==> config.mk <==
export PLATFORM = sky130hd
export DESIGN_NAME = tick_gen_flat
export DESIGN_NICKNAME = d
export VERILOG_FILES = /design/src/rtl/tick_gen_pkg.sv /design/src/rtl/tick_gen_if.sv /design/src/rtl/tick_gen_btn_debounce.sv /design/src/rtl/tick_gen.sv /design/src/flat_wrapper.sv
export SDC_FILE = /design/constraint.sdc
export NUM_CORES = 1
export LEC_CHECK = 0
export BUFFER_PORTS_ARGS = -buffer_cell sky130_fd_sc_hd__buf_2
export CORE_MARGIN = 3
export CORE_UTILIZATION = 55
export DETAILED_ROUTE_END_ITERATION = 8
export HOLD_SLACK_MARGIN = 0.03
export PLACE_DENSITY = 0.7
export RECOVER_POWER = 100
export SYNTH_ARGS = -nofsm -noshare
export SYNTH_HDL_FRONTEND = slang
export SYNTH_SLANG_ARGS = --single-unit
==> constraint.sdc <==
create_clock -name clk -period 5.3 [get_ports clk]
set_input_delay 0.265 -clock clk [delete_from_list [all_inputs] [get_ports clk]]
set_output_delay 0.265 -clock clk [all_outputs]
set_load 0.005 [all_outputs]
==> src/rtl/tick_gen_pkg.sv <==
// Shared constants and state encoding for the traffic light timebase.
// The default dividers are also used by the traffic light top level.
package tick_gen_pkg;

    localparam int unsigned DEF_DIV       = 50_000_000;
    localparam int unsigned DEF_FAST_DIV  = 5_000_000;
    localparam int unsigned DEF_DB_CYCLES = 500_000;

    typedef enum logic [1:0] {
        RUN   = 2'd0,
        PAUSE = 2'd1,
        STEP  = 2'd2
    } state_t;

endpackage

==> src/rtl/tick_gen_if.sv <==
// Control and status bundle between the timebase and its user.
// The master side drives run/fast/button; the slave side (tick_gen) answers with tick/paused.
interface tick_gen_if;

    logic run;
    logic fast;
    logic step_btn;
    logic tick;
    logic paused;

    modport master (
        output run,
        output fast,
        output step_btn,
        input  tick,
        input  paused
    );

    modport slave (
        input  run,
        input  fast,
        input  step_btn,
        output tick,
        output paused
    );

endinterface

==> src/rtl/tick_gen_btn_debounce.sv <==
// Push-button conditioning: two-flop synchroniser, stability counter and a
// one-cycle pulse on every accepted press.
module btn_debounce
    import tick_gen_pkg::*;
#(
    parameter int unsigned DB_CYCLES = DEF_DB_CYCLES,
    parameter int unsigned DB_W      = $clog2(DB_CYCLES)
) (
    input  logic clk,
    input  logic rst_n,
    input  logic btn_raw,
    output logic btn_db,
    output logic rise
);

    localparam logic [DB_W-1:0] DB_LAST = DB_W'(DB_CYCLES - 1);

    logic            sync_a;
    logic            btn_s;
    logic            btn_db_q;
    logic [DB_W-1:0] db_cnt;

    always_ff @(posedge clk or negedge rst_n) begin
        if (!rst_n) begin
            sync_a <= 1'b0;
            btn_s  <= 1'b0;
        end else begin
            sync_a <= btn_raw;
            btn_s  <= sync_a;
        end
    end

    // A level change is accepted only after DB_CYCLES consecutive disagreeing samples.
    always_ff @(posedge clk or negedge rst_n) begin
        if (!rst_n) begin
            btn_db   <= 1'b0;
            btn_db_q <= 1'b0;
            db_cnt   <= '0;
        end else begin
            btn_db_q <= btn_db;
            if (btn_s != btn_db) begin
                if (db_cnt == DB_LAST) begin
                    btn_db <= btn_s;
                    db_cnt <= '0;
                end else begin
                    db_cnt <= db_cnt + 1'b1;
                end
            end else begin
                db_cnt <= '0;
            end
        end
    end

    assign rise = btn_db & ~btn_db_q;

endmodule

==> src/rtl/tick_gen.sv <==
// Timebase for the traffic light controller: divides clk into a one-cycle tick,
// with a fast demo rate and single-stepping from a debounced button while paused.
module tick_gen
    import tick_gen_pkg::*;
#(
    parameter int unsigned DIV       = DEF_DIV,
    parameter int unsigned FAST_DIV  = DEF_FAST_DIV,
    parameter int unsigned DB_CYCLES = DEF_DB_CYCLES,
    parameter int unsigned CNT_W     = $clog2(DIV),
    parameter int unsigned DB_W      = $clog2(DB_CYCLES)
) (
    input  logic      clk,
    input  logic      rst_n,
    tick_gen_if.slave bus
);

    localparam logic [CNT_W-1:0] DIV_M1  = CNT_W'(DIV - 1);
    localparam logic [CNT_W-1:0] FAST_M1 = CNT_W'(FAST_DIV - 1);

    state_t           state;
    state_t           state_nx;
    logic [CNT_W-1:0] div_cnt;
    logic [CNT_W-1:0] cnt_nx;
    logic [CNT_W-1:0] limit_m1;
    logic             tick_q;
    logic             tick_nx;
    logic             paused_q;
    logic             paused_nx;
    logic             btn_db;
    logic             step_req;

    btn_debounce #(
        .DB_CYCLES (DB_CYCLES),
        .DB_W      (DB_W)
    ) u_btn (
        .clk     (clk),
        .rst_n   (rst_n),
        .btn_raw (bus.step_btn),
        .btn_db  (btn_db),
        .rise    (step_req)
    );

    assign limit_m1 = bus.fast ? FAST_M1 : DIV_M1;

    always_ff @(posedge clk or negedge rst_n) begin
        if (!rst_n) begin
            state    <= PAUSE;
            div_cnt  <= '0;
            tick_q   <= 1'b0;
            paused_q <= 1'b1;
        end else begin
            state    <= state_nx;
            div_cnt  <= cnt_nx;
            tick_q   <= tick_nx;
            paused_q <= paused_nx;
        end
    end

    // The >= compare lets a mid-count switch to the fast rate wrap at once.
    always_comb begin
        state_nx = state;
        cnt_nx   = div_cnt;
        tick_nx  = 1'b0;
        unique case (state)
            RUN: begin
                if (!bus.run) begin
                    state_nx = PAUSE;
                    cnt_nx   = '0;
                end else if (div_cnt >= limit_m1) begin
                    cnt_nx  = '0;
                    tick_nx = 1'b1;
                end else begin
                    cnt_nx = div_cnt + 1'b1;
                end
            end
            PAUSE: begin
                cnt_nx = '0;
                if (bus.run) begin
                    state_nx = RUN;
                end else if (step_req) begin
                    tick_nx  = 1'b1;
                    state_nx = STEP;
                end
            end
            STEP: begin
                cnt_nx = '0;
                if (bus.run) begin
                    state_nx = RUN;
                end else if (!btn_db) begin
                    state_nx = PAUSE;
                end
            end
            default: begin
                state_nx = PAUSE;
                cnt_nx   = '0;
            end
        endcase
        paused_nx = (state_nx != RUN);
    end

    assign bus.tick   = tick_q;
    assign bus.paused = paused_q;

endmodule

==> src/flat_wrapper.sv <==
// flat-port wrapper written by rule: the top's interface ports become plain ports
module tick_gen_flat import tick_gen_pkg::*;
#(
    parameter int unsigned DIV       = DEF_DIV,
    parameter int unsigned FAST_DIV  = DEF_FAST_DIV,
    parameter int unsigned DB_CYCLES = DEF_DB_CYCLES,
    parameter int unsigned CNT_W     = $clog2(DIV),
    parameter int unsigned DB_W      = $clog2(DB_CYCLES)
)
  (clk, rst_n, bus_run, bus_fast, bus_step_btn, bus_tick, bus_paused);
  tick_gen_if bus_i ();
  input  logic clk;
  input  logic rst_n;
  input wire logic [$bits(bus_i.run)-1:0] bus_run;
  input wire logic [$bits(bus_i.fast)-1:0] bus_fast;
  input wire logic [$bits(bus_i.step_btn)-1:0] bus_step_btn;
  output wire logic [$bits(bus_i.tick)-1:0] bus_tick;
  output wire logic [$bits(bus_i.paused)-1:0] bus_paused;
  assign bus_i.run = bus_run;
  assign bus_i.fast = bus_fast;
  assign bus_i.step_btn = bus_step_btn;
  assign bus_tick = bus_i.tick;
  assign bus_paused = bus_i.paused;
  tick_gen #(.DIV(DIV), .FAST_DIV(FAST_DIV), .DB_CYCLES(DB_CYCLES), .CNT_W(CNT_W), .DB_W(DB_W)) u_core (.clk(clk), .rst_n(rst_n), .bus(bus_i));
endmodule
# --- Word-level counts from Yosys, hierarchy flattened ---
# Index checks and enable logic that the tools add are counted.
totals:
  ff_bits: 53
  inputBits: 5
  out_inout_bits: 2
  elab_cells: 38
classes:
  addsub: 2
  magnitude_cmp: 1
  n_eq_ne: 4
  n_mux: 17
  bitwise_logic: 2
  reduce_logical: 3
ops:
  columns: ["op", "count"]
  rows:
  - ["two-way mux 26 bit", 4]
  - ["two-way mux 19 bit", 2]
  - ["adder 26 x 1 -> 26 bit, second input constant", 1]
  - [">= comparator 26 bit", 1]
  - ["adder 19 x 1 -> 19 bit, second input constant", 1]
  - ["equality test 19 bit, second input constant", 1]
  - ["two-way mux 2 bit", 5]
  - ["one-hot mux 2 bit (3 select lines)", 1]
  - ["two-way mux 1 bit", 4]
  - ["equality test 2 x 1 -> 1 bit, second input constant", 1]
  - ["equality test 2 bit, second input constant", 1]
  - ["zero test 2 bit", 1]
  - ["one-hot mux 1 bit (2 select lines)", 1]
  - ["AND reduction 2 bit", 1]
  - ["nonzero test 2 bit", 1]
  - ["AND 1 bit", 1]
  - ["inequality test 1 bit", 1]
  - ["inverter 1 bit", 1]

# --- Longest topological paths before layout ---
# Gate-level depths: netlist (run 1).
depth:
  depth_word: 6
  depth_mapped: 9
  depth_no_buf: 7

# --- Hierarchy ---
# From an unflattened synthesis (run 1), not the netlist that was laid out.
hier_totals:
  cells_unflattened: 293
  area_unflattened_um2: 2875.3
modules_own_cells:
  columns: ["module", "n_inst", "cells_each", "area_each_um2", "seq_area_each_um2"]
  rows:
  - ["tick_gen", 1, 186, 1764.2, 753.2]
  - ["btn_debounce", 1, 107, 1111.1, 575.6]

# --- Worst setup path before layout (run 1) ---
# OpenSTA, ideal clock, no wires.
synth_timing:
  path_kind: "reg2reg"
  startpoint: "register u_core.div_cnt[20]"
  endpoint: "register u_core.div_cnt[11]"
  setup_time_ps: 72
  t_arrival_ps: 1941
  required_time_ps: 5228
  path_slack_ps: 3286
  stages_incl_launch_ff: 9
  n_path_buf: 2
  synth_period_minus_slack_ps: 2014
  cell_sequence: "dfrtp_1 -> ha_1 -> a31o_1 -> a21oi_1 -> a21oi_1 -> or4b_1 -> buf_6 -> buf_8 -> nor2_1"
synth_between:
  elab_chain_cells: 4
synth_rtl:
  columns: ["item", "line", "text"]
  rows:
  - ["start, declared", "tick_gen.sv:22", "logic [CNT_W-1:0] div_cnt;"]
  - ["start signal, assigned", "tick_gen.sv:53", "div_cnt <= cnt_nx;"]
  - [">= comparator 26 bit", "tick_gen.sv:69", "end else if (div_cnt >= limit_m1) begin"]
  - ["two-way mux 26 bit", "tick_gen.sv:69", null]
  - ["two-way mux 26 bit", "tick_gen.sv:66", "if (!bus.run) begin"]
  - ["two-way mux 26 bit", "tick_gen.sv:64", "unique case (state)"]
  - ["via u_core.cnt_nx[11]", "tick_gen.sv:23", "logic [CNT_W-1:0] cnt_nx;"]
# The timed path passes the listed nets, and every way through them passes these cells.
# A chain may end at the register's enable or synchronous reset.

# --- Worst setup path after layout (run 1) ---
layout_timing:
  startpoint: "register u_core.div_cnt[21]"
  endpoint: "register u_core.div_cnt[23]"
layout_between:
  elab_chain_cells: 4
  elab_cells_between_ends: 5
  classes_between: "add/sub (1); order compare (1); mux (3)"
layout_rtl:
  columns: ["item", "line"]
  rows:
  - ["adder 26 x 1 -> 26 bit or >= comparator 26 bit (tied branches)", "tick_gen.sv:73, tick_gen.sv:69"]
  - ["two-way mux 26 bit *", "tick_gen.sv:69"]
  - ["two-way mux 26 bit *", "tick_gen.sv:66"]
  - ["two-way mux 26 bit *", "tick_gen.sv:64"]
  - ["via u_core.cnt_nx[23]", "tick_gen.sv:23"]
# Mark *: on every way through the listed nets, which the timed path passes. The rest lies on a longest branch.

==> flow_summary.ini, run 1 <==
[clock_network]
clk_path_buf_depth = 2
clock_latency_ns = 0.31
htreeDepth = 2
postCtsSetupBuffers = 0
cts-root-buf = clkbuf_8
cts_resized = 0
clk_pin_slew_ns = 0.09
cts_sinks = 53
cts_tree = done
cts_made_buffers = 5
cts_hold_buf = 0

[drt]
dr_total_vias = 1987
wire_per_inst_um = 13.2
vias_per_cell = 5.52
routed_wl_mm = 4.77
drc = 0
drt_pre_antenna_iters = 4
antenna_left = 0
drt_iter0_drc = 112

[die]
die_h_um = 77.6
core_area_sq_mm = 0.00485
start_util = 0.581
fp-row-count = 25
die-width_um = 77.6
io_pins = 7
die-area_sq_mm = 0.00602

[critical_path]
end_kind = register
arrival_ns = 2.71
r2r_start = u_core.div_cnt[21]
crit_type = reg -> reg
reg2reg_to = u_core.div_cnt[23]
required_ns = 5.45
critPathCapture = u_core.div_cnt[23]
start_kind = register
cpMaxStageDelayCell = or4b_1
crit_fanout = 26
max_stage_delay_ns = 0.76
crit_chain = ha_1 > nand4_1 > a2111oi_0 > or4b_1 > nor2_1
r2r_cells = 5
crit_start = u_core.div_cnt[21]
r2r_slack_ns = 2.74

[synthesis]
ys_ff_latch = 53
yosys.area.top_type = dfrtp_1
synthFlopType = dfrtp_1
synthTopCellsByArea = dfrtp_1, nor2_1, xor2_1, ha_1, xnor2_1
synthesis.nets = 305
yosysMostFrequentCell = nor2_1
async_flop_share = 1.00
syn_inst = 285
synth_common_cells = nor2_1, dfrtp_1, xor2_1
yosysSeqAreaShare = 0.471
synthDistinctLibCells = 41
syn-cell-area_sq_mm = 0.00282
ys_warn_count = 0
syn_avg_cell_area_sq_um = 9.89
synth-edff-count = 0
synth_top_area_frac = 0.453

[final_layout]
ff_latch_area_sq_mm = 0.00133
final_layout_size_suffix_gt1_frac = 0.0648
diodes = 0
nets = 312
multi_input_area_sq_mm = 0.00140
area_growth_pct = 5.28
fill_cells = 410
finish.instance_area_sq_mm = 0.00297

[sta]
hold_viol_final = 0
maxSlewHeadroom = -0.812
tns_ns = 0
finalWorstSetupSlack_ns = 2.74
rsz0062_at_grt = no
maxSlewViolCount = 54
fin_crit_ns = 2.56
setup_violations = 0
fin_worst_skew_ns = 0.0110
max_freq_mhz = 391
tightest_slew_ns = 2.72
fin_crit_sh = 0.482
timing.hold.ws_ns = 0.0654

[placed_design]
gpl.final_weighted_congestion = 0.835
place_area_sq_mm = 0.00288
hpwl_mm = 3.33
place_worst_setup_slack_ns = 2.61
portBuffers = 6

[global_routing]
grt_usage = 0.176
grt_pass1_wl_mm = 8.47
first_global_vias = 1906
antenna_found_initial = 0
grt_max_degree = 54
grt-ovfl-total = 0

[run_status]
status = complete, but fails checks
failed_checks = max-capacitance violations, max-slew violations

[hold_path]
hp-class = in -> reg
hp-start = bus_step_btn

[power_and_ir_drop]
cellLeakagePower_nw = 1.27
p_per_area_mw_per_mm2 = 223
peakVddDrop_uv = 165

[run]
cap_violations = 1
[power breakdown]
part | leakage [nW] | switching, mW | total, mW | internal, mW
logic | 0.498 | 0.0205 | 0.0281 | 0.00760
clock network | 0.0481 | 0.129 | 0.223 | 0.0938
registers | 0.725 | 0.00348 | 0.412 | 0.409
[flip-flops by register name, indices dropped and copies added (netlist names)]
register and cells:
u_core.u_btn.btn_db_q 1, u_core.bus.tick 1, u_core.state 2, u_core.u_btn.sync_a 1, u_core.div_cnt 26, u_core.u_btn.btn_s 1, u_core.u_btn.btn_db 1, u_core.u_btn.db_cnt 19
u_core.bus.paused 1
[metrics by stage]
stage	utilization	std cells	power, mW
floorplan	-	285	0.437
global placement	0.594	352	0.449
detailed placement	0.594	352	0.450
CTS	0.613	360	0.679
global route	0.612	360	0.698
finish	0.612	360	0.663
[kinds of logic (layout without fill, tap and decap cells)]
group,count (synthesis),count (layout),share of synthesized area
xor gates and xnor gates,42,42,0.130
AOI/OAI and AO/OA,15,15,0.0333
DFF,53,53,0.471
buffers and inverters,15,23,0.0315
muxes,2,2,0.00755
and+or+nand+nor,143,143,0.259
adders and majority gates,15,15,0.0666
[worst min-delay path by stage]
stage                                      to  slack, ns  cells after the start
after floorplan               u_core.bus.tick      -0.03                      0
after global routing      u_core.u_btn.sync_a       0.06                      1
after detailed placement   u_core.u_btn.btn_s       0.34                      0
after global placement     u_core.u_btn.btn_s       0.33                      0
final                     u_core.u_btn.sync_a       0.07                      1
after CTS                 u_core.u_btn.sync_a       0.05                      1
[critical path, delay by kind of cell (launching register included)]
| family | cells | cell delay, ns |
|---|---|---|
| flops | 1 | 0.47 |
| compound gates | 1 | 0.56 |
| fa+ha+maj | 1 | 0.33 |
| simple gates | 3 | 1.04 |
[cell usage in the layout, fill, tap and decap left out, drive strengths merged, types with 2 or more instances in the layout]
cell | Yosys | final
xor2 | 25 | 25
dfrtp | 51 | 51
a21oi | 3 | 3
nor4 | 4 | 4
nand4b | 5 | 5
clkinv | 0 | 3
nor3b | 2 | 2
xnor2 | 17 | 17
nand2 | 13 | 13
and4 | 2 | 2
buf | 5 | 5
nor2b | 3 | 3
clkbuf | 2 | 7
and3 | 4 | 4
inv | 8 | 8
nand3 | 17 | 17
nor3 | 7 | 7
o21ai | 5 | 5
nand4 | 18 | 18
and2 | 2 | 2
or2 | 3 | 3
nor2 | 59 | 59
dfstp | 2 | 2
ha | 15 | 15
[cell type report]
cell class | instances | share of cell area
multi-input combinational | 217 | 0.472
clock inverter | 3 | 0.00759
sequential | 53 | 0.448
timing repair buffer | 7 | 0.0110
clock buffer | 5 | 0.0232
tap | 67 | 0.0282
inverter | 8 | 0.0101
[metal layers]
layer  global-route usage  wire, um  vias up
met3               0.0290       160       10
met5                    0         0        -
met1                0.229      2240      951
met4               0.0783        95        0
met2                0.290      2270       34
li1                     -         -      992
Power figures use the tool's default switching activity.
==> run 2: changes to the inputs <==
--- a/config.mk
+++ b/config.mk
@@ -10,7 +10,7 @@
 export CORE_UTILIZATION = 55
 export DETAILED_ROUTE_END_ITERATION = 8
 export HOLD_SLACK_MARGIN = 0.03
-export PLACE_DENSITY = 0.7
+export PLACE_DENSITY = 0.72
 export RECOVER_POWER = 100
 export SYNTH_ARGS = -nofsm -noshare
 export SYNTH_HDL_FRONTEND = slang
==> constraint.sdc (replaced) <==
create_clock -name clk -period 2.2 [get_ports clk]
set_input_delay 0.11 -clock clk [delete_from_list [all_inputs] [get_ports clk]]
set_output_delay 0.11 -clock clk [all_outputs]
set_load 0.005 [all_outputs]
==> run 2 against run 1 <==
The run now ends clean. Setup slack got worse by 2.7 ns. Clock skew decreased by 0.0024 ns. Non-clock buffer count increased by 11. Hold slack improved by 0.30 ns. Core utilization increased by 2.4 points.
==> flow_summary.ini, run 2 (synthesized netlist as in run 1, its figures left out) <==
[run_status]
status = completed

[placed_design]
hpwl_mm = 3.65
gpl.final_weighted_congestion = 0.907
portBuffers = 6
dp_cells = 359

[sta]
timing.hold.ws_ns = 0.367
max_freq_mhz = 470
setup_violations = 0
hold_viol_final = 0
fin_worst_skew_ns = 0.00860
rsz0062_at_grt = no
tightest_slew_ns = 1.27
tns_ns = 0
maxSlewViolCount = 0
fin_crit_sh = 0.968
fin_crit_ns = 2.13
maxSlewHeadroom = 0.151

[final_layout]
finalNonFillerCells = 371
final_common_cell = nor2_1
nets = 323
fill_cells = 382
final_cell_mix = nor2_1, dfrtp_1, xor2_1, nand4_1
final_layout_size_suffix_gt1_frac = 0.0987
regMostFlops = u_core.div_cnt
diodes = 0
reg_top3 = u_core.div_cnt x26, u_core.u_btn.db_cnt x19, u_core.state x2
area_growth_pct = 9.45
largest_reg_flops = 26

[hold_path]
hold_path_depth = 0
hp-class = reg -> reg
hp-start = u_core.u_btn.sync_a
hold_end = u_core.u_btn.btn_s

[critical_path]
end_kind = register
arrival_ns = 2.32
crit_fanout = 14
crit_start = u_core.div_cnt[11]
required_ns = 2.39
reg2reg_to = u_core.div_cnt[4]
start_kind = register
r2r_start = u_core.div_cnt[11]
r2r_slack_ns = 0.07
crit_type = reg -> reg
r2r_cells = 7

[drt]
drt_iter0_drc = 126
drc = 0
routed_wl_mm = 5.28
wire_per_inst_um = 14.2
dr_total_vias = 1992
vias_per_cell = 5.37
drt_pre_antenna_iters = 5
antenna_left = 0

[die]
start_util = 0.581
core_area_sq_mm = 0.00485
die_h_um = 77.6
fp-row-count = 25
io_pins = 7
die-area_sq_mm = 0.00602
die-width_um = 77.6

[clock_network]
cts-root-buf = clkbuf_8
clock_latency_ns = 0.30
clk_path_buf_depth = 2
clk_pin_slew_ns = 0.09
cts_tree = done
htreeDepth = 2
cts_sinks = 53
cts_made_buffers = 5

[power_and_ir_drop]
p_per_area_mw_per_mm2 = 559
cellLeakagePower_nw = 1.34
peakVddDrop_uv = 357

[global_routing]
grt-ovfl-total = 0
first_global_vias = 2050
grt_usage = 0.195
antenna_found_initial = 0
grt_pass1_wl_mm = 9.52
grt_max_degree = 54

[run]
cap_violations = 0
[run 2: layout make-up]
class	count	area, sq um	area share
Clock inverter	2	35.0	0.0114
Multi-Input combinational cell	217	1410	0.455
Tap cell	67	83.8	0.0272
Inverter	8	30.0	0.00973
Sequential cell	53	1330	0.431
Clock buffer	6	72.6	0.0235
Timing Repair Buffer	18	130	0.0422
[run 2: where the power goes]
part	internal [mW]	switching [mW]	total, mW
clock	0.338	0.314	0.652
sequential	0.984	0.00852	0.993
combinational	0.0267	0.0525	0.0791
[run 2: worst max path at each step]
stage	endpoint	slack, ns	depth (start not counted)
after floorplan	u_core.div_cnt[11]	0.19	8
after global placement	u_core.div_cnt[20]	0.16	7
after detailed placement	u_core.div_cnt[11]	0.11	7
after CTS	u_core.div_cnt[4]	0.09	7
after global routing	u_core.div_cnt[20]	0.03	7
final	u_core.div_cnt[4]	0.07	7
[run 2: through the flow]
step           utilization  setup WS, ns  area (sq um)  total power [mW]
3_3_place_gp         0.605         0.164          2930              1.09
2_1_floorplan            -         0.186          2820              1.05
3_5_place_dp         0.605         0.107          2930              1.09
6_report             0.636        0.0705          3090              1.72
4_1_cts              0.634        0.0898          3070              1.75
5_1_grt              0.636        0.0320          3090              1.79
[run 2: critical path, stage by stage, from the launching register on]
cell,delay (ns)
dfrtp_1,0.45
ha_1,0.32
a21o_1,0.11
nand3_1,0.08
a2111oi_0,0.57
or4b_4,0.26
buf_6,0.16
nor2_1,0.07
[run 2: timing repair]
action	CTS	global route
buffers inserted	0	1
hold endpoints to repair	53	0
gates resized for setup	0	3
hold buffers	3	0
endpoints found under the setup margin	0	23
[run 2: layer usage]
metal | part of all wire | routed length [um] | up-vias | GRT usage
met2 | 0.46 | 2440 | 25 | 0.303
met5 | 0 | 0 | - | 0
met1 | 0.50 | 2660 | 949 | 0.281
met3 | 0.026 | 137 | 5 | 0.0336
met4 | 0.0081 | 43 | 0 | 0.0569
li1 | - | - | 1013 | -
==> run 3: changes to the inputs <==
--- a/config.mk
+++ b/config.mk
@@ -6,7 +6,7 @@
 export NUM_CORES = 1
 export LEC_CHECK = 0
 export BUFFER_PORTS_ARGS = -buffer_cell sky130_fd_sc_hd__buf_2
-export CORE_MARGIN = 3
+export CORE_MARGIN = 2
 export CORE_UTILIZATION = 55
 export DETAILED_ROUTE_END_ITERATION = 8
 export HOLD_SLACK_MARGIN = 0.03
==> run 3 against run 2 <==
Clock skew rose by 0.00083 ns. Power fell by 6.1%. Combinational power fell by 1%. Largest power group unchanged. Critical path depth did not move. Sequential power barely moved. Critical endpoint is now u_core.div_cnt[11]. Routed wire length fell by 1.6%. Largest cell class unchanged. Hold slack improved by 0.0025 ns. Highest routed layer unchanged. Register-to-register slack barely moved. Critical path type unchanged. Setup slack improved by 0.0087 ns. Final cell count rose by 0.54%.
==> flow_summary.ini, run 3 (synthesized netlist as in run 1, its figures left out) <==
[drt]
drt_pre_antenna_iters = 4
wire_per_inst_um = 13.9
drc = 0
antenna_left = 0
drt_iter0_drc = 65
dr_total_vias = 2039
vias_per_cell = 5.47
routed_wl_mm = 5.20

[clock_network]
cts_sinks = 53
cts_made_buffers = 5
cts_tree = done
clock_latency_ns = 0.31
cts-root-buf = clkbuf_8
htreeDepth = 2
clk_pin_slew_ns = 0.10
clk_path_buf_depth = 2

[critical_path]
crit_type = reg -> reg
critPathBufInv = 1
cpLargestDelayFamily = simple AND/OR/NAND/NOR gates
r2r_cells = 7
reg2reg_to = u_core.div_cnt[11]
r2r_start = u_core.div_cnt[20]
cpMaxStageDelayCell = or4b_4
cp_num_cells = 7
start_kind = register
r2r_slack_ns = 0.08
required_ns = 2.44
critPathCapture = u_core.div_cnt[11]
crit_chain = ha_1 > a31o_1 > a21oi_1 > a21oi_1 > or4b_4 > buf_4 > nor2_1
end_kind = register
crit_fanout = 16
cpMostUsedCell = a21oi_1
arrival_ns = 2.36
max_stage_delay_ns = 0.52
crit_start = u_core.div_cnt[20]

[placed_design]
portBuffers = 6
gpl.final_weighted_congestion = 0.821
hpwl_mm = 3.74

[die]
io_pins = 7
die_h_um = 75.6
die-width_um = 75.6
core_area_sq_mm = 0.00501
start_util = 0.563
die-area_sq_mm = 0.00571
fp-row-count = 26

[global_routing]
grt-ovfl-total = 0
antenna_found_initial = 0
first_global_vias = 2004
grt_pass1_wl_mm = 8.74
grt_usage = 0.203
grt_max_degree = 22

[sta]
maxSlewViolCount = 0
hold_viol_final = 0
tns_ns = 0
maxSlewHeadroom = 0.246
max_freq_mhz = 472
fin_worst_skew_ns = 0.00943
tightest_slew_ns = 1.13
rsz0062_at_grt = no
fin_crit_sh = 0.964
setup_violations = 0
fin_crit_ns = 2.12

[hold_path]
hp-start = u_core.u_btn.sync_a
hp-class = reg -> reg

[final_layout]
diodes = 0
regMostFlops = u_core.div_cnt
largest_reg_flops = 26
area_growth_pct = 8.26
nets = 322
final_layout_size_suffix_gt1_frac = 0.0825
finish.utilization = 0.609
reg_top3 = u_core.div_cnt x26, u_core.u_btn.db_cnt x19, u_core.state x2
fill_cells = 437
final_cell_mix = nor2_1, dfrtp_1, xor2_1, nand4_1
final_common_cell = nor2_1

[run]
cap_violations = 0

[power_and_ir_drop]
peakVddDrop_uv = 395
p_per_area_mw_per_mm2 = 530
cellLeakagePower_nw = 1.31

[run_status]
status = completed
==> run 3: cell count changes in the layout (fill, tap and decap cells not counted), sizes merged <==
cell / previous run / this run
clkbuf: 8 / 11
clkinv: 1 / 0
clkinvlp: 0 / 2
buf: 13 / 9
bufinv: 1 / 0
==> run 3: stage by stage <==
stage,setup WS [ns],area [sq um],std cells,hold slack [ns],power (mW)
finish,0.0792,3050,373,0.369,1.62
CTS,0.0863,3050,372,0.276,1.64
global route,0.0157,3050,373,0.376,1.69
floorplan,0.186,2820,285,-0.186,1.05
global placement,0.163,2930,361,0.0856,1.09
detailed placement,0.106,2930,361,0.0903,1.09
==> run 3: layout make-up <==
type	instances	area [sq um]	area share
multi-input cells	217	1410	0.461
flip-flops and latches	53	1330	0.435
repair buffers	17	111	0.0365
well taps	70	87.6	0.0287
clock buffers	6	72.6	0.0238
inverters	8	30.0	0.00984
clock inverters	2	15.0	0.00492
==> run 3: per-layer routing <==
layer	share of wire	track usage	routed length (um)	vias up
li1	-	-	-	1008
met1	0.48	0.262	2520	1005
met2	0.48	0.343	2520	22
met5	0	0	0	-
met3	0.023	0.0450	119	4
met4	0.0081	0.0585	42	0
==> run 3: power by group <==
| part | internal, mW | leakage, nW | total (mW) | switching, mW |
|---|---|---|---|---|
| clock network | 0.225 | 0.0374 | 0.548 | 0.323 |
| registers | 0.984 | 0.725 | 0.993 | 0.00835 |
| logic | 0.0252 | 0.544 | 0.0781 | 0.0528 |
==> run 3: worst min path at each step <==
stage,to,slack [ns],cells past startpoint
2_1_floorplan,u_core.bus.tick,-0.19,0
3_3_place_gp,u_core.div_cnt[7],0.09,1
3_5_place_dp,u_core.div_cnt[6],0.09,1
4_1_cts,u_core.div_cnt[6],0.28,2
5_1_grt,u_core.u_btn.btn_s,0.38,0
6_report,u_core.u_btn.btn_s,0.37,0
==> run 3: worst reg2reg max path, cell delays in order, from the launching register on <==
cell and delay [ns]:
dfrtp_1 0.42, ha_1 0.31, a31o_1 0.21, a21oi_1 0.15, a21oi_1 0.10, or4b_4 0.52
buf_4 0.21, nor2_1 0.14
==> run 3: what timing repair did <==
item                                    4_1_cts  5_1_grt
endpoints found under the hold margin        21        0
buffers inserted                              0        1
endpoints found under the setup margin        0       25
hold buffers                                  3        0
resized for setup                             0        3
